<file path="config.mk">
export PLATFORM = sky130hd
export DESIGN_NAME = fetch_unit_flat
export DESIGN_NICKNAME = d
export VERILOG_FILES = /design/src/rtl/fetch_unit_if.sv /design/src/rtl/fetch_unit.sv /design/src/flat_wrapper.sv
export SDC_FILE = /design/constraint.sdc
export NUM_CORES = 1
export LEC_CHECK = 0
export ABC_AREA = 1
export BUFFER_PORTS_ARGS = -buffer_cell sky130_fd_sc_hd__clkbuf_2
export CORE_UTILIZATION = 47
export CTS_BUF_LIST = sky130_fd_sc_hd__clkbuf_4 sky130_fd_sc_hd__clkbuf_8
export DETAILED_ROUTE_END_ITERATION = 16
export PLACE_DENSITY = 0.7
export SLEW_MARGIN = 20
export SYNTH_ARGS = -nofsm -noshare
export SYNTH_HDL_FRONTEND = slang
export SYNTH_SLANG_ARGS = --single-unit
export TNS_END_PERCENT = 1
</file>
<file path="constraint.sdc">
create_clock -name clock -period 1.9 [get_ports clock]
set_clock_uncertainty 0.15 [all_clocks]
set_input_delay 0.285 -clock clock [delete_from_list [all_inputs] [get_ports clock]]
set_output_delay 0.285 -clock clock [all_outputs]
set_load 0.03 [all_outputs]
</file>
<file path="src/rtl/fetch_unit_if.sv">
`default_nettype none
// +----------------------------------------------------------------------+
// | fetch_unit_if : instruction-memory and IF/ID bundle for fetch_unit    |
// | Revision 1.0                                                          |
// +----------------------------------------------------------------------+
interface fetch_unit_if;
  logic        imem_req;
  logic [31:0] imem_addr;
  logic        imem_ack;
  logic [31:0] imem_rdata;
  logic        stall;
  logic        redirect;
  logic [31:0] redirect_pc;
  logic        instr_valid;
  logic [31:0] instr_out;
  logic [31:0] pc_out;

  modport master (
    output imem_req, imem_addr, instr_valid, instr_out, pc_out,
    input  imem_ack, imem_rdata, stall, redirect, redirect_pc
  );

  modport slave (
    input  imem_req, imem_addr, instr_valid, instr_out, pc_out,
    output imem_ack, imem_rdata, stall, redirect, redirect_pc
  );
endinterface
`default_nettype wire

</file>
<file path="src/rtl/fetch_unit.sv">
`default_nettype none
// +----------------------------------------------------------------------+
// | fetch_unit : single-outstanding-request fetcher with 2-entry buffer   |
// | Revision 1.0                                                          |
// +----------------------------------------------------------------------+
module fetch_unit #(
  parameter logic [31:0] RESET_PC = 32'h0000_0000
) (
  input  logic         clock,
  input  logic         reset_n,
  fetch_unit_if.master bus
);

  localparam logic [0:0] ST_NORMAL  = 1'b0;
  localparam logic [0:0] ST_DISCARD = 1'b1;

  logic [0:0]  r_state;
  logic [31:0] r_fetch_pc;
  logic [31:0] r_req_addr;
  logic        r_pending;
  logic [1:0]  r_count;
  logic [31:0] r_pc0, r_pc1, r_ins0, r_ins1;

  logic w_req;
  logic w_push;
  logic w_pop;
  logic w_unused_rpc;

  always_comb begin
    w_req  = r_pending || ((r_state == ST_NORMAL) && (r_count < 2'd2));
    w_push = w_req && bus.imem_ack && (r_state == ST_NORMAL) && !bus.redirect;
    w_pop  = (r_count != 2'd0) && !bus.stall && !bus.redirect;
  end

  // reset_n only gates the port so it never feeds back into a flop input
  assign bus.imem_req    = reset_n && w_req;
  // while discarding, the abandoned request must keep its original address
  assign bus.imem_addr   = (r_state == ST_DISCARD) ? r_req_addr : r_fetch_pc;
  assign bus.instr_valid = (r_count != 2'd0);
  assign bus.instr_out   = r_ins0;
  assign bus.pc_out      = r_pc0;
  assign w_unused_rpc    = ^bus.redirect_pc[1:0];

  always_ff @(posedge clock or negedge reset_n) begin
    if (!reset_n) begin
      r_state    <= ST_NORMAL;
      r_fetch_pc <= RESET_PC;
      r_req_addr <= RESET_PC;
      r_pending  <= 1'b0;
    end else begin
      r_pending <= w_req && !bus.imem_ack;
      if (bus.redirect) begin
        r_fetch_pc <= {bus.redirect_pc[31:2], 2'b00};
        if ((r_state == ST_NORMAL) && w_req && !bus.imem_ack) begin
          r_state    <= ST_DISCARD;
          r_req_addr <= r_fetch_pc;
        end else if ((r_state == ST_DISCARD) && bus.imem_ack) begin
          r_state <= ST_NORMAL;
        end
      end else begin
        if ((r_state == ST_DISCARD) && bus.imem_ack) begin
          r_state <= ST_NORMAL;
        end
        if (w_push) begin
          r_fetch_pc <= r_fetch_pc + 32'd4;
        end
      end
    end
  end

  // Shift-style buffer: entry 0 is always the head, so an emptied buffer
  // naturally keeps presenting the last head entry.
  always_ff @(posedge clock or negedge reset_n) begin
    if (!reset_n) begin
      r_count <= 2'd0;
      r_pc0   <= 32'd0;
      r_pc1   <= 32'd0;
      r_ins0  <= 32'd0;
      r_ins1  <= 32'd0;
    end else if (bus.redirect) begin
      r_count <= 2'd0;
    end else begin
      case ({w_push, w_pop})
        2'b10: begin
          r_count <= r_count + 2'd1;
          if (r_count == 2'd0) begin
            r_pc0  <= r_fetch_pc;
            r_ins0 <= bus.imem_rdata;
          end else begin
            r_pc1  <= r_fetch_pc;
            r_ins1 <= bus.imem_rdata;
          end
        end
        2'b01: begin
          r_count <= r_count - 2'd1;
          if (r_count == 2'd2) begin
            r_pc0  <= r_pc1;
            r_ins0 <= r_ins1;
          end
        end
        2'b11: begin
          if (r_count == 2'd2) begin
            r_pc0  <= r_pc1;
            r_ins0 <= r_ins1;
            r_pc1  <= r_fetch_pc;
            r_ins1 <= bus.imem_rdata;
          end else begin
            r_pc0  <= r_fetch_pc;
            r_ins0 <= bus.imem_rdata;
          end
        end
        default: ;
      endcase
    end
  end

endmodule
`default_nettype wire

</file>
<file path="src/flat_wrapper.sv">
// flat-port wrapper written by rule: the top's interface ports become plain ports
module fetch_unit_flat 
#(
  parameter logic [31:0] RESET_PC = 32'h0000_0000
)
  (clock, reset_n, bus_imem_req, bus_imem_addr, bus_instr_valid, bus_instr_out, bus_pc_out, bus_imem_ack, bus_imem_rdata, bus_stall, bus_redirect, bus_redirect_pc);
  fetch_unit_if bus_i ();
  input  logic clock;
  input  logic reset_n;
  output wire logic [$bits(bus_i.imem_req)-1:0] bus_imem_req;
  output wire logic [$bits(bus_i.imem_addr)-1:0] bus_imem_addr;
  output wire logic [$bits(bus_i.instr_valid)-1:0] bus_instr_valid;
  output wire logic [$bits(bus_i.instr_out)-1:0] bus_instr_out;
  output wire logic [$bits(bus_i.pc_out)-1:0] bus_pc_out;
  input wire logic [$bits(bus_i.imem_ack)-1:0] bus_imem_ack;
  input wire logic [$bits(bus_i.imem_rdata)-1:0] bus_imem_rdata;
  input wire logic [$bits(bus_i.stall)-1:0] bus_stall;
  input wire logic [$bits(bus_i.redirect)-1:0] bus_redirect;
  input wire logic [$bits(bus_i.redirect_pc)-1:0] bus_redirect_pc;
  assign bus_imem_req = bus_i.imem_req;
  assign bus_imem_addr = bus_i.imem_addr;
  assign bus_instr_valid = bus_i.instr_valid;
  assign bus_instr_out = bus_i.instr_out;
  assign bus_pc_out = bus_i.pc_out;
  assign bus_i.imem_ack = bus_imem_ack;
  assign bus_i.imem_rdata = bus_imem_rdata;
  assign bus_i.stall = bus_stall;
  assign bus_i.redirect = bus_redirect;
  assign bus_i.redirect_pc = bus_redirect_pc;
  fetch_unit #(.RESET_PC(RESET_PC)) u_core (.clock(clock), .reset_n(reset_n), .bus(bus_i));
endmodule
</file>
* Word-level counts from Yosys, hierarchy flattened
Index checks and enable logic that the tools add are counted.
** Word-level totals
- Register bits :: 196
- Logic and storage cells :: 69
** Operators by class
- Add/subtract/negate cells :: 3
- $lt $le $gt $ge :: 1
- Equality and inequality tests :: 8
- Muxes and demuxes :: 22
- Bitwise gates (word level) :: 2
- Reductions and logical operators :: 24
** Operators with widths (number)
- $mux W32 :: 13
- $pmux W32 S3 :: 2
- $pmux W32 S2 :: 2
- $add A32 B3 Y32 const B :: 1
- $logic_and A1 B1 Y1 :: 11
- $reduce_and A4 Y1 :: 2
- $eq A2 B2 Y1 const B :: 3
- $ne A2 B1 Y1 const B :: 3
- $reduce_bool A2 Y1 :: 3
- $reduce_bool A3 Y1 :: 2
- $pmux W2 S2 :: 1
- $logic_not A1 Y1 :: 3
- $mux W1 :: 3
- $add A2 B1 Y2 const B :: 1
- $eq A2 B1 Y1 const B :: 1
- $logic_not A2 Y1 :: 1
- $lt A2 B2 Y1 const B :: 1
- $mux W2 :: 1
- $ne A2 B2 Y1 const B :: 1
- $not A1 Y1 :: 2
- $reduce_and A2 Y1 :: 1
- $sub A2 B1 Y2 const B :: 1
- $logic_or A1 B1 Y1 :: 1

* Logic depth before layout (Yosys ltp)
Gate-level depths: netlist (run 1).
- Word-level depth :: 9
- Gate-level depth with buffers :: 11
- Depth with buffers taken out :: 10

* Worst setup path after synthesis (run 1)
OpenSTA, ideal clock, no wires.
- Path kind :: register to register
- Start point :: reg u_core.r_count[1]
- End point :: reg u_core.r_ins0[13], in the netlist u_core.bus.instr_out[13]
- Library setup time :: 117 ps
- Data arrival time :: 1616 ps
- Data required time :: 1633 ps
- Slack :: 17 ps
- Cell stages (with the launch flop) :: 11
- Path buffers :: 1
- Period minus slack after synthesis :: 1883 ps
- Path through :: dfrtp_1 -> inv_2 -> nand2_1 -> nand2_1 -> nor2_2 -> nor2_1 -> a21oi_4 -> inv_2 -> clkbuf_1 -> nand2_1 -> nand2_1
** RTL lines
- start: declaration :: line fetch_unit.sv:21 : logic [1:0] r_count;
- start signal: assignment :: line fetch_unit.sv:85 : r_count <= r_count + 2'd1;
- start signal: assignment :: line fetch_unit.sv:95 : r_count <= r_count - 2'd1;
- $reduce_bool A2 Y1 *
- via bus_instr_valid :: line flat_wrapper.sv:12 : output wire logic [$bits(bus_i.instr_valid)-1:0] bus_instr_valid;
- $logic_and A1 B1 Y1 * (2 in a row) :: line fetch_unit.sv:32 : w_pop = (r_count != 2'd0) && !bus.stall && !bus.redirect;
- $eq A2 B1 Y1 or $eq A2 B2 Y1 (tied branches) :: line fetch_unit.sv:83 : case ({w_push, w_pop})
- $ne A2 B1 Y1 (no line) or $reduce_bool A3 Y1 (tied branches)
- $reduce_and A4 Y1 (no line)
- end signal: assignment :: line fetch_unit.sv:88 : r_ins0 <= bus.imem_rdata;
- end signal: assignment :: line fetch_unit.sv:98 : r_ins0 <= r_ins1;
- end signal: assignment :: line fetch_unit.sv:104 : r_ins0 <= r_ins1;
- end: declaration :: line fetch_unit.sv:22 : logic [31:0] r_pc0, r_pc1, r_ins0, r_ins1;
The timed path passes the listed nets; every way through them passes the cells marked *.
A chain may end at the register's enable or synchronous reset.

* Final worst setup path (run 1)
- Start point :: reg u_core.r_state
- End point :: out bus_imem_addr[23]
** Between the ends
- Word-level cells in the longest chain between the ends :: 1
** Ends and longest elaborated chain
- start: declaration :: line fetch_unit.sv:17 : logic [0:0] r_state;
- start signal: assignment :: line fetch_unit.sv:46 : r_state <= ST_NORMAL;
- start signal: assignment :: line fetch_unit.sv:55 : r_state <= ST_DISCARD;
- start signal: assignment :: line fetch_unit.sv:58 : r_state <= ST_NORMAL;
- $mux W32 :: line fetch_unit.sv:38 : assign bus.imem_addr = (r_state == ST_DISCARD) ? r_req_addr : r_fetch_pc;
- end: declaration :: line flat_wrapper.sv:11 : output wire logic [$bits(bus_i.imem_addr)-1:0] bus_imem_addr;
Every way passes these cells.

==> results of run 1 <==
how the worst min path moves through the flow:
stage / from / end / slack, ns / depth (start not counted)
final: bus_redirect_pc[22] / u_core.r_fetch_pc[22] / 0.03 / 5
after global placement: reset_n / u_core.bus.instr_out[26] / 0.05 / 1
after global routing: bus_redirect_pc[22] / u_core.r_fetch_pc[22] / 0.04 / 5
after detailed placement: reset_n / u_core.bus.instr_out[26] / 0.05 / 1
after CTS: bus_redirect_pc[22] / u_core.r_fetch_pc[22] / 0.005 / 5
after floorplan: reset_n / u_core.bus.instr_out[0] / -0.16 / 0
report_power, final:
part / leakage (uW) / switching, uW / internal [uW]
logic: 0.00381 / 5240 / 2970
registers: 0.00235 / 1040 / 5690
clock network: 0.000193 / 1480 / 1240
worst max-delay path: cells and delay by family, from the launching register on:
kind | cells | cell delay (ns)
flip-flops | 1 | 0.48
buffers and inverters | 3 | 0.48
AO/OA/AOI/OAI | 1 | 0.17
synth_stat cells (8+ instances only):
cell	instances	share of area
sky130_fd_sc_hd__o21ai_0	112	0.058
sky130_fd_sc_hd__nand3_1	141	0.074
sky130_fd_sc_hd__o211ai_1	12	0.0094
sky130_fd_sc_hd__dfrtp_1	189	0.49
sky130_fd_sc_hd__nand2_1	496	0.19
sky130_fd_sc_hd__o21ai_1	20	0.010
sky130_fd_sc_hd__clkbuf_1	43	0.017
sky130_fd_sc_hd__a21oi_1	12	0.0063
sky130_fd_sc_hd__nand3b_1	46	0.036
sky130_fd_sc_hd__inv_1	78	0.031
sky130_fd_sc_hd__xor2_1	8	0.0073
sky130_fd_sc_hd__nor2_1	71	0.028
sky130_fd_sc_hd__buf_2	26	0.014
cell families after synthesis:
group                    count (synthesis)  synth area share
AO/OA/AOI/OAI                          165           0.09243
XOR/XNOR                                 9          0.008225
adder cells (fa/ha/maj)                  1          0.001305
buffers and inverters                  159           0.06723
flip-flops                             189            0.4935
other                                    1         0.0003913
AND/OR/NAND/NOR                        761            0.3369
what timing repair did:
action	CTS	global route
resized for setup	112	41
hold buffers	64	0
endpoints found under the hold margin	233	0
setup endpoints to repair	65	179
pin swaps	4	4
setup buffers	2	1
cloned	1	2
flip-flops by register name (all words and copies together), names as in the netlist:
| name | flops |
|---|---|
| u_core.r_pc1 | 30 |
| u_core.r_req_addr | 30 |
| u_core.r_ins1 | 32 |
| u_core.r_state | 1 |
| u_core.bus.instr_out | 32 |
| u_core.r_fetch_pc | 30 |
| u_core.bus.pc_out | 31 |
| u_core.r_pending | 1 |
| u_core.r_count | 2 |
per-layer routing:
| metal | vias to the layer above | global-route usage |
|---|---|---|
| met1 | 4309 | 0.3652 |
| met5 | - | 0 |
| met3 | 55 | 0.04113 |
| met2 | 351 | 0.4367 |
| li1 | 4575 | - |
| met4 | 0 | 0.1130 |
through the flow:
stage          setup TNS [ns]  area [um^2]
2_1_floorplan               0         9588
3_3_place_gp          -0.6005        10950
3_5_place_dp         -0.09925        10950
4_1_cts                -2.930        12320
5_1_grt                -17.07        12480
6_report               -2.388        12480
cell type report:
| cell class | instances | share of cell area |
|---|---|---|
| clock buffer | 20 | 0.02106 |
| sequential | 189 | 0.3794 |
| multi-input combinational | 938 | 0.3513 |
| clock inverter | 12 | 0.01083 |
| timing repair buffer | 286 | 0.1857 |
| tap | 265 | 0.02657 |
| inverter | 83 | 0.02507 |
==> flow_results.xml, run 1 <==
<?xml version="1.0" encoding="UTF-8"?>
<metrics>
  <group name="status">
    <metric name="run_status" unit="">finished with violations</metric>
    <metric name="violations" unit="">negative setup slack</metric>
  </group>
  <group name="drt">
    <metric name="via_per_inst" unit="">5.181</metric>
    <metric name="top_signal_layer_used" unit="">met4</metric>
    <metric name="postRouteAntennaNets" unit="">0</metric>
    <metric name="finalWirelength" unit="um">27310</metric>
    <metric name="wl_met2" unit="um">12780</metric>
    <metric name="detail_route.first_pass.iterations" unit="">8</metric>
    <metric name="routed-wl-met3" unit="um">1758</metric>
    <metric name="m1WireLength" unit="um">11970</metric>
    <metric name="drt_drc_violations_left" unit="">0</metric>
    <metric name="route.vias.total" unit="">9290</metric>
    <metric name="drtIter0Drc" unit="">701</metric>
    <metric name="final_routed_wire_length_divided_by_cell_count" unit="um">15.23</metric>
  </group>
  <group name="critical_path">
    <metric name="timing.reg2reg.setup_slack" unit="ns">-0.02</metric>
    <metric name="slowest_cell_on_the_critical_path" unit="">sky130_fd_sc_hd__dfrtp_2</metric>
    <metric name="crit_path_end_kind" unit="">primary output</metric>
    <metric name="worst-endpoint-arrival" unit="ns">1.60</metric>
    <metric name="crit_end" unit="">bus_imem_addr[23]</metric>
    <metric name="startpoint_type" unit="">register</metric>
    <metric name="critical_path.reg2reg.endpoint" unit="">u_core.r_req_addr[21]</metric>
    <metric name="cp_cell_sequence" unit="">buf_8 -&gt; clkbuf_16 -&gt; o21ai_2 -&gt; buf_6</metric>
    <metric name="critical_path_peak_fanout" unit="">9</metric>
    <metric name="worst_ep_required_time" unit="ns">1.46</metric>
    <metric name="criticalPathCategory" unit="">reg -&gt; out</metric>
    <metric name="maximum_cell_stage_delay_along_the_critical_path" unit="ns">0.48</metric>
    <metric name="startpoint" unit="">u_core.r_state</metric>
    <metric name="critical_path.reg2reg.startpoint" unit="">u_core.r_state</metric>
    <metric name="r2r.worst_path.cells" unit="">7</metric>
  </group>
  <group name="placed_design">
    <metric name="post_detail_place_hpwl" unit="um">18050</metric>
    <metric name="port_buffers" unit="">162</metric>
    <metric name="numPlacedInstances" unit="">1691</metric>
    <metric name="gp_congestion" unit="">0.9477</metric>
    <metric name="post-place-ws" unit="ns">-0.02897</metric>
  </group>
  <group name="synth">
    <metric name="postSynth.topFlopCell" unit="">sky130_fd_sc_hd__dfrtp_1</metric>
    <metric name="synth_area_per_cell" unit="um^2">7.459</metric>
    <metric name="synthesis.yosys.warnings" unit="">0</metric>
    <metric name="sequential_fraction_of_the_synthesis_area" unit="">0.4935</metric>
    <metric name="post_synth_instance_area" unit="mm^2">0.009584</metric>
    <metric name="async_set_or_reset_flop_fraction_in_the_synthesized_netlist" unit="">1.000</metric>
    <metric name="synth_seq_cells" unit="">189</metric>
    <metric name="synthDistinctLibCells" unit="">30</metric>
    <metric name="synthCells" unit="">1285</metric>
    <metric name="synth_edf_count" unit="">0</metric>
  </group>
  <group name="global_route">
    <metric name="grt_antenna_before_repair" unit="">0</metric>
    <metric name="grt_usage" unit="">0.2711</metric>
    <metric name="grt_pass1_vias" unit="">8801</metric>
    <metric name="global_route_wire_length_before_repair" unit="um">43900</metric>
    <metric name="grt_overflow" unit="">0</metric>
    <metric name="grt_start_max_net_pins" unit="">88</metric>
  </group>
  <group name="timing">
    <metric name="finalHoldViolations" unit="">0</metric>
    <metric name="max_freq" unit="GHz">0.4909</metric>
    <metric name="period_needed" unit="ns">2.037</metric>
    <metric name="share_of_the_clock_period_used_by_the_worst_path_after_layout" unit="">1.072</metric>
    <metric name="rsz0062_at_grt" unit="">yes</metric>
    <metric name="holdWs" unit="ns">0.03168</metric>
    <metric name="tightestPinTransition" unit="ns">0.5595</metric>
    <metric name="slew_violations" unit="">0</metric>
    <metric name="setup_violations" unit="">40</metric>
    <metric name="fin_ws" unit="ns">-0.1371</metric>
    <metric name="maxSlewHeadroom" unit="">0.6270</metric>
  </group>
  <group name="power_and_ir_drop">
    <metric name="power.density_cell_area" unit="mW/mm^2">1415</metric>
    <metric name="leakagePower" unit="uW">0.006352</metric>
    <metric name="max-vdd-ir-drop" unit="uV">872.4</metric>
    <metric name="post-layout-total-power" unit="uW">17660</metric>
  </group>
  <group name="clock_network">
    <metric name="clock-root-buffer" unit="">sky130_fd_sc_hd__clkbuf_8</metric>
    <metric name="clkSlewWorstSetupHoldPaths" unit="ns">0.10</metric>
    <metric name="tritoncts_num_sinks" unit="">189</metric>
    <metric name="clock_buffer_count_from_cts" unit="">17</metric>
    <metric name="ctsLongestPathBuffers" unit="">2</metric>
    <metric name="tritoncts" unit="">built</metric>
    <metric name="clock_insertion_delay_worst_skew" unit="ns">0.46</metric>
    <metric name="htree_levels" unit="">4</metric>
  </group>
  <group name="floorplanning">
    <metric name="die_area" unit="mm^2">0.02097</metric>
    <metric name="chipWidth" unit="um">144.8</metric>
    <metric name="num_rows" unit="">51</metric>
    <metric name="die_height" unit="um">144.8</metric>
    <metric name="io_pins" unit="">167</metric>
    <metric name="placeableCoreArea" unit="mm^2">0.01972</metric>
    <metric name="floorplan.initialDensity" unit="">0.4861</metric>
  </group>
  <group name="layout">
    <metric name="final_cell_mix" unit="">sky130_fd_sc_hd__nand2_1, sky130_fd_sc_hd__dfrtp_1, sky130_fd_sc_hd__nand3_1, sky130_fd_sc_hd__clkbuf_2, sky130_fd_sc_hd__o21ai_0</metric>
    <metric name="antenna_cells_inserted" unit="">0</metric>
    <metric name="combined_area_of_the_multi_input_logic_cells" unit="mm^2">0.004384</metric>
    <metric name="finish.cell_count_without_fillers" unit="">1793</metric>
    <metric name="syn2layout_area_growth" unit="%">30.20</metric>
    <metric name="finish.utilization" unit="">0.6328</metric>
    <metric name="drive_above_1_share" unit="">0.1976</metric>
    <metric name="layout.cells.most_common" unit="">sky130_fd_sc_hd__nand2_1</metric>
    <metric name="n_fill_cell" unit="">1740</metric>
    <metric name="layout.nets" unit="">1585</metric>
    <metric name="area.sequential" unit="mm^2">0.004735</metric>
  </group>
  <group name="hold_path">
    <metric name="hp-class" unit="">in -&gt; reg</metric>
  </group>
  <group name="job">
    <metric name="maxCapViolations" unit="">0</metric>
  </group>
</metrics>
No activity file was read; power rests on OpenSTA's default activity.
==> run 2: changes to the inputs <==
ABC_AREA = default   (was 1)
CORE_UTILIZATION = 35   (was 47)
PLACE_DENSITY = 0.56   (was 0.7)
==> run 2 against run 1 <==
The flow still finishes with violations (negative setup slack). Hold slack better by 0.077 ns. Non-clock buffer count rose by 28. Final cell count shrank 24%. Design area decreased by 1.2%. Combinational power down 53%. Synthesized area decreased by 8.7%. Register-to-register slack worse by 0.15 ns. Count of clock-buffer cells in the layout is 2 lower. Critical path type unchanged. Largest power group is now sequential cells. Highest routed layer unchanged.
==> flow_results.xml, run 2 <==
<?xml version="1.0" encoding="UTF-8"?>
<metrics>
  <group name="timing">
    <metric name="max_freq" unit="GHz">0.4799</metric>
    <metric name="share_of_the_clock_period_used_by_the_worst_path_after_layout" unit="">1.097</metric>
    <metric name="rsz0062_at_grt" unit="">yes</metric>
    <metric name="maxSlewHeadroom" unit="">0.6160</metric>
    <metric name="finalHoldViolations" unit="">0</metric>
    <metric name="fin_ws" unit="ns">-0.1836</metric>
    <metric name="holdWs" unit="ns">0.1087</metric>
    <metric name="setup_total_negative_slack" unit="ns">-18.29</metric>
    <metric name="slew_violations" unit="">0</metric>
    <metric name="tightestPinTransition" unit="ns">0.5760</metric>
    <metric name="period_needed" unit="ns">2.084</metric>
    <metric name="setup_violations" unit="">163</metric>
  </group>
  <group name="clock_network">
    <metric name="htree_levels" unit="">4</metric>
    <metric name="clock-root-buffer" unit="">sky130_fd_sc_hd__clkbuf_8</metric>
    <metric name="tritoncts" unit="">built</metric>
    <metric name="clock_insertion_delay_worst_skew" unit="ns">0.46</metric>
    <metric name="clock_buffer_count_from_cts" unit="">17</metric>
    <metric name="clkSlewWorstSetupHoldPaths" unit="ns">0.11</metric>
    <metric name="ctsLongestPathBuffers" unit="">2</metric>
    <metric name="tritoncts_num_sinks" unit="">189</metric>
  </group>
  <group name="layout">
    <metric name="n_fill_cell" unit="">2161</metric>
    <metric name="final_design_area_no_fill" unit="mm^2">0.01233</metric>
    <metric name="finish.utilization" unit="">0.5055</metric>
    <metric name="drive_above_1_share" unit="">0.4365</metric>
    <metric name="combined_area_of_the_multi_input_logic_cells" unit="mm^2">0.004015</metric>
    <metric name="layout.cells.most_common" unit="">sky130_fd_sc_hd__dfrtp_1</metric>
    <metric name="layout.nets" unit="">1088</metric>
    <metric name="antenna_cells_inserted" unit="">0</metric>
    <metric name="syn2layout_area_growth" unit="%">40.91</metric>
    <metric name="final_cell_mix" unit="">sky130_fd_sc_hd__dfrtp_1, sky130_fd_sc_hd__clkbuf_2, sky130_fd_sc_hd__mux2_2, sky130_fd_sc_hd__mux2i_1, sky130_fd_sc_hd__dlygate4sd3_1</metric>
    <metric name="area.sequential" unit="mm^2">0.004730</metric>
  </group>
  <group name="status">
    <metric name="run_status" unit="">finished with violations</metric>
    <metric name="violations" unit="">negative setup slack</metric>
  </group>
  <group name="synth">
    <metric name="leading_area_contributor_after_synthesis" unit="">sky130_fd_sc_hd__dfrtp_1</metric>
    <metric name="synthDistinctLibCells" unit="">44</metric>
    <metric name="post_synth_instance_area" unit="mm^2">0.008751</metric>
    <metric name="synth_edf_count" unit="">0</metric>
    <metric name="synth_area_per_cell" unit="um^2">11.83</metric>
    <metric name="most_frequent_cell_after_synthesis" unit="">sky130_fd_sc_hd__dfrtp_1</metric>
    <metric name="postSynth.topFlopCell" unit="">sky130_fd_sc_hd__dfrtp_1</metric>
    <metric name="synthesis.yosys.warnings" unit="">0</metric>
    <metric name="synthCells" unit="">740</metric>
    <metric name="sequential_fraction_of_the_synthesis_area" unit="">0.5405</metric>
    <metric name="synth_cell_count_leaders" unit="">sky130_fd_sc_hd__dfrtp_1, sky130_fd_sc_hd__mux2_2, sky130_fd_sc_hd__nor2_1</metric>
    <metric name="synth_top_area_share" unit="">0.5405</metric>
    <metric name="async_set_or_reset_flop_fraction_in_the_synthesized_netlist" unit="">1.000</metric>
    <metric name="synth_seq_cells" unit="">189</metric>
    <metric name="synth_top_cells_by_area" unit="">sky130_fd_sc_hd__dfrtp_1, sky130_fd_sc_hd__mux2_2, sky130_fd_sc_hd__mux2i_1</metric>
  </group>
  <group name="global_route">
    <metric name="grt_start_max_net_pins" unit="">100</metric>
    <metric name="grt_usage" unit="">0.1767</metric>
    <metric name="grt_overflow" unit="">0</metric>
    <metric name="grt_pass1_vias" unit="">6611</metric>
    <metric name="grt_antenna_before_repair" unit="">0</metric>
    <metric name="global_route_wire_length_before_repair" unit="um">35760</metric>
  </group>
  <group name="drt">
    <metric name="postRouteAntennaNets" unit="">0</metric>
    <metric name="final_routed_wire_length_divided_by_cell_count" unit="um">16.10</metric>
    <metric name="detail_route.first_pass.iterations" unit="">4</metric>
    <metric name="route.vias.total" unit="">6461</metric>
    <metric name="via_per_inst" unit="">4.768</metric>
    <metric name="drt_drc_violations_left" unit="">0</metric>
    <metric name="finalWirelength" unit="um">21820</metric>
    <metric name="drtIter0Drc" unit="">330</metric>
  </group>
  <group name="critical_path">
    <metric name="startpoint_type" unit="">register</metric>
    <metric name="critical_path.reg2reg.startpoint" unit="">u_core.r_state</metric>
    <metric name="worst_ep_required_time" unit="ns">1.46</metric>
    <metric name="worst-endpoint-arrival" unit="ns">1.65</metric>
    <metric name="criticalPathCategory" unit="">reg -&gt; out</metric>
    <metric name="crit_path_end_kind" unit="">primary output</metric>
    <metric name="critical_path_peak_fanout" unit="">7</metric>
    <metric name="startpoint" unit="">u_core.r_state</metric>
  </group>
  <group name="power_and_ir_drop">
    <metric name="max-vdd-ir-drop" unit="uV">422.2</metric>
    <metric name="leakagePower" unit="uW">0.005398</metric>
    <metric name="power.density_cell_area" unit="mW/mm^2">993.1</metric>
  </group>
  <group name="job">
    <metric name="maxCapViolations" unit="">0</metric>
  </group>
  <group name="floorplanning">
    <metric name="die_area" unit="mm^2">0.02564</metric>
    <metric name="io_pins" unit="">167</metric>
    <metric name="placeableCoreArea" unit="mm^2">0.02439</metric>
    <metric name="chipWidth" unit="um">160.1</metric>
    <metric name="floorplan.initialDensity" unit="">0.3588</metric>
    <metric name="die_height" unit="um">160.1</metric>
    <metric name="num_rows" unit="">57</metric>
  </group>
  <group name="hold_path">
    <metric name="timing.hold.worst.start" unit="">bus_redirect</metric>
    <metric name="hp-class" unit="">in -&gt; reg</metric>
  </group>
  <group name="placed_design">
    <metric name="port_buffers" unit="">162</metric>
    <metric name="placed_area" unit="mm^2">0.01053</metric>
    <metric name="post_detail_place_hpwl" unit="um">14470</metric>
    <metric name="post-place-ws" unit="ns">-0.1457</metric>
    <metric name="gp_congestion" unit="">0.7614</metric>
  </group>
</metrics>
## run 2: cell count changes after synthesis, sizes merged, moves of 52 or more
| cell | previous run | this run |
|---|---|---|
| mux2i | 0 | 64 |
| nand2 | 498 | 37 |
| mux2 | 0 | 124 |
| a21oi | 13 | 65 |
| nand3 | 141 | 7 |
| inv | 81 | 4 |
| o21ai | 133 | 30 |
## run 2: kinds of logic after synthesis
family	Yosys count	synth area share
DFF	189	0.5405
muxes	188	0.2328
and+or+nand+nor	172	0.09780
AOI/OAI and AO/OA	100	0.06077
buffers and inverters	61	0.03832
xor gates and xnor gates	28	0.02802
adders and majority gates	1	0.001430
other	1	0.0004285
## run 2: worst max-delay path, cell delays in order (launching register included)
cell	delay, ns
sky130_fd_sc_hd__dfrtp_1	0.39
sky130_fd_sc_hd__buf_6	0.18
sky130_fd_sc_hd__buf_12	0.16
sky130_fd_sc_hd__mux2_4	0.32
sky130_fd_sc_hd__buf_8	0.14
## run 2: path summary, 6_finish.rpt
path / cells past startpoint / slack [ns] / to
hold reg to reg: 1 / 0.36 / u_core.r_pc1[4]
hold / removal: 3 / 0.11 / u_core.r_count[0]
setup reg to reg: 8 / -0.17 / u_core.r_fetch_pc[28]
max in group asynchronous: 3 / 0.80 / u_core.bus.pc_out[30]
min in group asynchronous: 3 / 0.35 / u_core.r_pc1[6]
setup / recovery: 4 / -0.18 / bus_imem_addr[30]
## run 2: per-stage QoR
| step | power [uW] | instances |
|---|---|---|
| 2_1_floorplan | 7709 | 741 |
| 3_3_place_gp | 8797 | 1254 |
| 3_5_place_dp | 8877 | 1254 |
| 4_1_cts | 12190 | 1355 |
| 5_1_grt | 12900 | 1355 |
| 6_report | 12250 | 1355 |
## run 2: power breakdown
part	switching, uW	internal [uW]
combinational	2060	1820
sequential	513	4970
clock	1630	1260
## run 2: final cells by class
class	count	share of cell area
clock buffers	18	0.02009
inverters	5	0.001522
multi-input cells	491	0.3256
well taps	324	0.03288
flip-flops and latches	189	0.3836
repair buffers	314	0.2221
clock inverters	14	0.01421
## run 2: timing repair
action                                  4_1_cts  5_1_grt
cloned                                        2        0
endpoints found under the setup margin      178      214
hold buffers                                 64        0
setup buffers                                 3        0
hold endpoints to repair                    285        0
pin swaps                                     9        7
gates resized for setup                     111       78
## run 2: per-layer routing
metal  routed length [um]  up-vias  GRT usage  share of wire
met5                    0        -          0              0
met2                10120      145     0.2828           0.46
met4                  238        0    0.04632          0.011
met1                10520     3163     0.2472           0.48
li1                     -     3138          -              -
met3                  944       15    0.03013          0.043
